File: src/rtl/jtag_tap_pkg.sv
// Shared types, default opcodes and the TAP next-state function for the JTAG TAP controller.
package jtag_tap_pkg;

  localparam int unsigned DEF_IRW       = 6;
  localparam logic [5:0]  DEF_USER_OP   = 6'h02;
  localparam logic [5:0]  DEF_IDCODE_OP = 6'h09;
  localparam logic [5:0]  BYPASS_OP     = 6'h3F;
  localparam logic [31:0] DEF_IDCODE    = 32'h0362D093;

  typedef enum logic [3:0] {
    TLR    = 4'hF,
    RTI    = 4'hC,
    SEL_DR = 4'h7,
    CAP_DR = 4'h6,
    SH_DR  = 4'h2,
    EX1_DR = 4'h1,
    PAU_DR = 4'h3,
    EX2_DR = 4'h0,
    UPD_DR = 4'h5,
    SEL_IR = 4'h4,
    CAP_IR = 4'hE,
    SH_IR  = 4'hA,
    EX1_IR = 4'h9,
    PAU_IR = 4'hB,
    EX2_IR = 4'h8,
    UPD_IR = 4'hD
  } tap_state_t;

  // IEEE 1149.1 state graph on TMS.
  function automatic tap_state_t tap_next(input tap_state_t s, input logic tms);
    tap_state_t n;
    n = s;
    case (s)
      TLR:    n = tms ? TLR    : RTI;
      RTI:    n = tms ? SEL_DR : RTI;
      SEL_DR: n = tms ? SEL_IR : CAP_DR;
      CAP_DR: n = tms ? EX1_DR : SH_DR;
      SH_DR:  n = tms ? EX1_DR : SH_DR;
      EX1_DR: n = tms ? UPD_DR : PAU_DR;
      PAU_DR: n = tms ? EX2_DR : PAU_DR;
      EX2_DR: n = tms ? UPD_DR : SH_DR;
      UPD_DR: n = tms ? SEL_DR : RTI;
      SEL_IR: n = tms ? TLR    : CAP_IR;
      CAP_IR: n = tms ? EX1_IR : SH_IR;
      SH_IR:  n = tms ? EX1_IR : SH_IR;
      EX1_IR: n = tms ? UPD_IR : PAU_IR;
      PAU_IR: n = tms ? EX2_IR : PAU_IR;
      EX2_IR: n = tms ? UPD_IR : SH_IR;
      UPD_IR: n = tms ? SEL_DR : RTI;
      default: n = TLR;
    endcase
    return n;
  endfunction

endpackage

File: src/rtl/jtag_tap_fsm.sv
// TAP state register and next-state logic only.
module jtag_tap_fsm
  import jtag_tap_pkg::*;
(
  input  logic       TCK,
  input  logic       RESET,
  input  logic       TMS,
  output tap_state_t state_o
);

  tap_state_t state_q;
  tap_state_t state_d;

  always_ff @(posedge TCK) begin
    if (RESET) state_q <= TLR;
    else       state_q <= state_d;
  end

  always_comb begin
    state_d = state_q;
    state_d = tap_next(state_q, TMS);
  end

  assign state_o = state_q;

endmodule

File: src/rtl/jtag_tap_ctrl.sv
// IEEE 1149.1 TAP controller with IR, IDCODE and BYPASS registers and BSCANE2-style strobes.
module jtag_tap_ctrl
  import jtag_tap_pkg::*;
#(
  parameter int unsigned       IRW       = DEF_IRW,
  parameter logic [IRW-1:0]    USER_OP   = IRW'(DEF_USER_OP),
  parameter logic [IRW-1:0]    IDCODE_OP = IRW'(DEF_IDCODE_OP),
  parameter logic [31:0]       IDCODE    = DEF_IDCODE
) (
  input  logic           TCK,
  input  logic           RESET,
  input  logic           TMS,
  input  logic           TDI,
  input  logic           TDO_USER,
  output logic           TDO,
  output logic           TDO_EN,
  output logic           CAPTURE,
  output logic           SHIFT,
  output logic           UPDATE,
  output logic           SEL,
  output logic           RUNTEST,
  output logic           TAP_RESET,
  output logic [IRW-1:0] IR_OUT
);

  tap_state_t state;
  tap_state_t state_nx;

  logic [IRW-1:0] ir_q, ir_d;
  logic [IRW-1:0] ir_sr_q, ir_sr_d;
  logic [31:0]    id_q, id_d;
  logic           byp_q, byp_d;
  logic           is_sel;
  logic           is_idcode;

  jtag_tap_fsm u_fsm (
    .TCK     (TCK),
    .RESET   (RESET),
    .TMS     (TMS),
    .state_o (state)
  );

  // Lookahead so the active IR already reads IDCODE_OP on the first TLR cycle.
  assign state_nx  = tap_next(state, TMS);
  assign is_sel    = (ir_q == USER_OP);
  assign is_idcode = (ir_q == IDCODE_OP);

  always_comb begin
    ir_d    = ir_q;
    ir_sr_d = ir_sr_q;
    id_d    = id_q;
    byp_d   = byp_q;
    case (state)
      CAP_IR: ir_sr_d = IRW'(1);
      SH_IR:  ir_sr_d = {TDI, ir_sr_q[IRW-1:1]};
      UPD_IR: ir_d    = ir_sr_q;
      CAP_DR: begin
        byp_d = 1'b0;
        if (is_idcode) id_d = IDCODE;
      end
      SH_DR: begin
        byp_d = TDI;
        if (is_idcode) id_d = {TDI, id_q[31:1]};
      end
      default: ;
    endcase
    if (state_nx == TLR) ir_d = IDCODE_OP;
  end

  always_ff @(posedge TCK) begin
    if (RESET) begin
      ir_q    <= IDCODE_OP;
      ir_sr_q <= IDCODE_OP;
      id_q    <= IDCODE;
      byp_q   <= 1'b0;
    end else begin
      ir_q    <= ir_d;
      ir_sr_q <= ir_sr_d;
      id_q    <= id_d;
      byp_q   <= byp_d;
    end
  end

  // Serial output mux; the user chain takes priority in Shift-DR.
  always_comb begin
    TDO = 1'b0;
    if (state == SH_IR) begin
      TDO = ir_sr_q[0];
    end else if (state == SH_DR) begin
      if (is_sel)         TDO = TDO_USER;
      else if (is_idcode) TDO = id_q[0];
      else                TDO = byp_q;
    end
  end

  assign TDO_EN    = (state == SH_IR) || (state == SH_DR);
  assign CAPTURE   = (state == CAP_DR);
  assign SHIFT     = (state == SH_DR);
  assign UPDATE    = (state == UPD_DR);
  assign RUNTEST   = (state == RTI);
  assign TAP_RESET = (state == TLR);
  assign SEL       = is_sel;
  assign IR_OUT    = ir_q;

endmodule

File: config.mk
export PLATFORM = sky130hd
export DESIGN_NAME = jtag_tap_ctrl
export DESIGN_NICKNAME = d
export VERILOG_FILES = /design/src/rtl/jtag_tap_pkg.sv /design/src/rtl/jtag_tap_fsm.sv /design/src/rtl/jtag_tap_ctrl.sv
export SDC_FILE = /design/constraint.sdc
export NUM_CORES = 1
export LEC_CHECK = 0
export BUFFER_PORTS_ARGS = -buffer_cell sky130_fd_sc_hd__buf_2
export CORE_MARGIN = 2
export CORE_UTILIZATION = 45
export CTS_CLUSTER_DIAMETER = 40
export DETAILED_ROUTE_END_ITERATION = 10
export PLACE_DENSITY_LB_ADDON = 0.05
export SLEW_MARGIN = 20
export SYNTH_ARGS = -nofsm -noshare
export SYNTH_HDL_FRONTEND = slang
export SYNTH_SLANG_ARGS = --single-unit
File: constraint.sdc
create_clock -name TCK -period 5.35 [get_ports TCK]
set_input_delay 0.8025 -clock TCK [delete_from_list [all_inputs] [get_ports TCK]]
set_output_delay 0.8025 -clock TCK [all_outputs]
set_load 0.01 [all_outputs]
==> run metrics <==
clock-pin slew on the worst setup and hold paths 90 ps; clk root buf clkbuf_8; register area share after synthesis 47.5%; DR iter-0 viols 91; endpoints failing hold 0; DR vias 1,568; Remaining Overflow, GRT 0; Post-Syn Area 2070 um2; crit start category flop; final wirelength 3910 um; vias in the first global route 1,465; # H-tree levels 2; drt first pass iters 4; share of post-route cells with drive strength above 1 18.2%; CTS Buf Count 5; unrepaired setup endpoints after global routing false; die area 5150 um2; CP max stage delay 730 ps; PortBufs 18; first-pass GRT wire length 6600 um; post-route cell area 2240 um2; Hold Crit Depth 2; Max Freq 0.340 GHz; Final Setup Violations 0; max-cap viol count 0; Layout area overhead 8.36%; status completed; synth warn 0; Critical Path Start u_fsm.state_o[2]; CP arrival 2140 ps; crit-path cells or4b_1, o32ai_1, buf_2; Setup TNS 0 ps; initial antenna violation count 0; grt peak-use layer met2; Final min period 2940 ps; DP HPWL 2510 um; R2R depth 4; Worst-Margin Slew 1040 ps; initial core utilization 47.1%; worst path bufs/invs 1; CP Capture Type output port; RePlAce Congestion 0.769; Placed Cells incl. Taps 280; n_diodes 0; I/O Pins 19; asr flop ratio synth 0%; Final period util 55.0%; Clock Latency Late Sink 300 ps; pin count of the biggest net entering global routing 45; critical path type reg2out; reg2reg setup slack 2920 ps; R2R Path End IR_OUT[0]; min-delay src ir_sr_q[4]; CTS tree yes; CP required 4550 ps; Worst R2R Start u_fsm.state_o[2]; met2 usage 26.7%; Post-Syn Instances 229; Post CTS Setup Buffer Count 0; instance count on the critical path 3; fillers 409; hold buffer count at cts 0; Pins Over Slew Limit 0; post-CTS sizing 0; Post-synth EDFFs 0; Worst slew margin 30.5%; Die X 71.8 um; CTS sink cnt 49; slowest CP cell or4b_1; Synth Flop Type dfxtp_1; Finished Layout Cells 288; Syn Area/Cell 9.02 um2; crit-path max FO 26; PwrDens 322 nW/um2; synth unique cells 36; crit-path leading delay family simple AND/OR/NAND/NOR gates; Area after DPL 2130 um2; Rows 24; leak pwr 0.000889 uW; Via-to-Cell Ratio 5.44; M1 GR Usage 19.8%; clk_skew 8.35 ps; Global Route Usage Sum 16.4%; routed len/inst 13.6 um; GR Util met3 4.36%; Post-Syn Nets 234; peak supply drop 176 uV; post-synthesis register bit count 49; Final ANT Viol Nets 0; Core ar. 4380 um2; Hold Path Sink ir_sr_q[4]; final net count 240; hold crit path type reg2reg; Post-route DRC 0; clk buf depth 2; Die Y-Extent 71.8 um
## per-layer routing
metal	share of wire (%)	up-vias
li1	-	811
met1	48	718
met2	45	30
met3	4.4	9
met4	2.4	0
met5	0	-
## Yosys cell counts, types with 2 or more instances
cell type	number	area share, %
dfxtp_1	49	47
nor2_1	45	8.2
a22oi_1	18	6.5
o21bai_1	14	5.1
clkbuf_1	12	2.2
nand2_1	12	2.2
nor3_2	10	4.8
a21oi_1	9	2.2
nor3_1	7	1.7
nor2b_1	5	1.5
a211o_1	4	1.7
buf_2	4	0.97
buf_6	4	2.2
mux2i_1	4	1.9
nand3b_1	4	1.5
inv_1	3	0.55
a22oi_2	2	1.2
nand2b_1	2	0.61
nor3b_1	2	0.73
o21ai_0	2	0.48
or3_1	2	0.61
## flip-flops by register name, summed over array words and instances (netlist names)
register       cells
byp_q              1
u_fsm.state_o      4
IR_OUT             6
ir_sr_q            6
id_q              32
## stage by stage
step                hold WS [ps]  total power (uW)  setup slack, ps  util [%]
CTS                          477               729             2370      51.1
detailed placement           464               469             2720      48.5
global placement             465               468             2750      48.5
global route                 500               757             2260      51.1
finish                       478               720             2410      51.1
floorplan                    440               454             2630         -
## worst max-delay path by stage
| stage | end | slack, ps |
|---|---|---|
| 3_5_place_dp | TDO | 2720 |
| 6_report | TDO | 2410 |
| 5_1_grt | TDO | 2260 |
| 3_3_place_gp | TDO | 2750 |
| 2_1_floorplan | TDO | 2630 |
| 4_1_cts | TDO | 2370 |
## power breakdown
group / internal [uW] / leakage [uW] / switching [uW]
registers: 373 / 0.000397 / 20.6
clock network: 140 / 0.0000554 / 119
logic: 27.8 / 0.000437 / 39.6
## layout make-up
class                      instances  area [um2]  area share [%]
multi-input combinational        156         965            43.1
inverter                           3        11.3           0.503
sequential                        49         981            43.8
clock inverter                     2        38.8            1.73
tap                               52        65.1            2.91
clock buffer                       6        72.6            3.24
timing repair buffer              20         105            4.70
## placed cells by master (no fill, tap or decap), types with 2 or more instances in the layout
cell,Yosys,routed
dfxtp_1,49,49
inv_1,3,3
buf_2,4,18
o21ai_0,2,2
buf_4,0,2
clkbuf_8,0,5
nor2b_1,5,5
nand2_1,12,12
nor3b_1,2,2
o21bai_1,14,14
nand2b_1,2,2
nor3_2,10,11
nor2_1,45,45
a22oi_2,2,2
a211o_1,4,4
nor3_1,7,6
or3_1,2,2
mux2i_1,4,4
a22oi_1,18,18
a21oi_1,9,9
nand3b_1,4,4
## worst min-delay path: stages (launching register included)
cell and delay (ps):
dfxtp_1 330, nand2_1 60, a21oi_1 50
## logic make-up (layout without fill, tap and decap cells)
kind of cell	Yosys count	in the layout	synth area share (%)
compound gates	55	55	19.5
buf+inv	24	31	6.06
flops	49	49	47.5
mux	4	4	1.94
simple gates	97	97	25.0
Note: power is estimated with default switching activity, not from simulation.
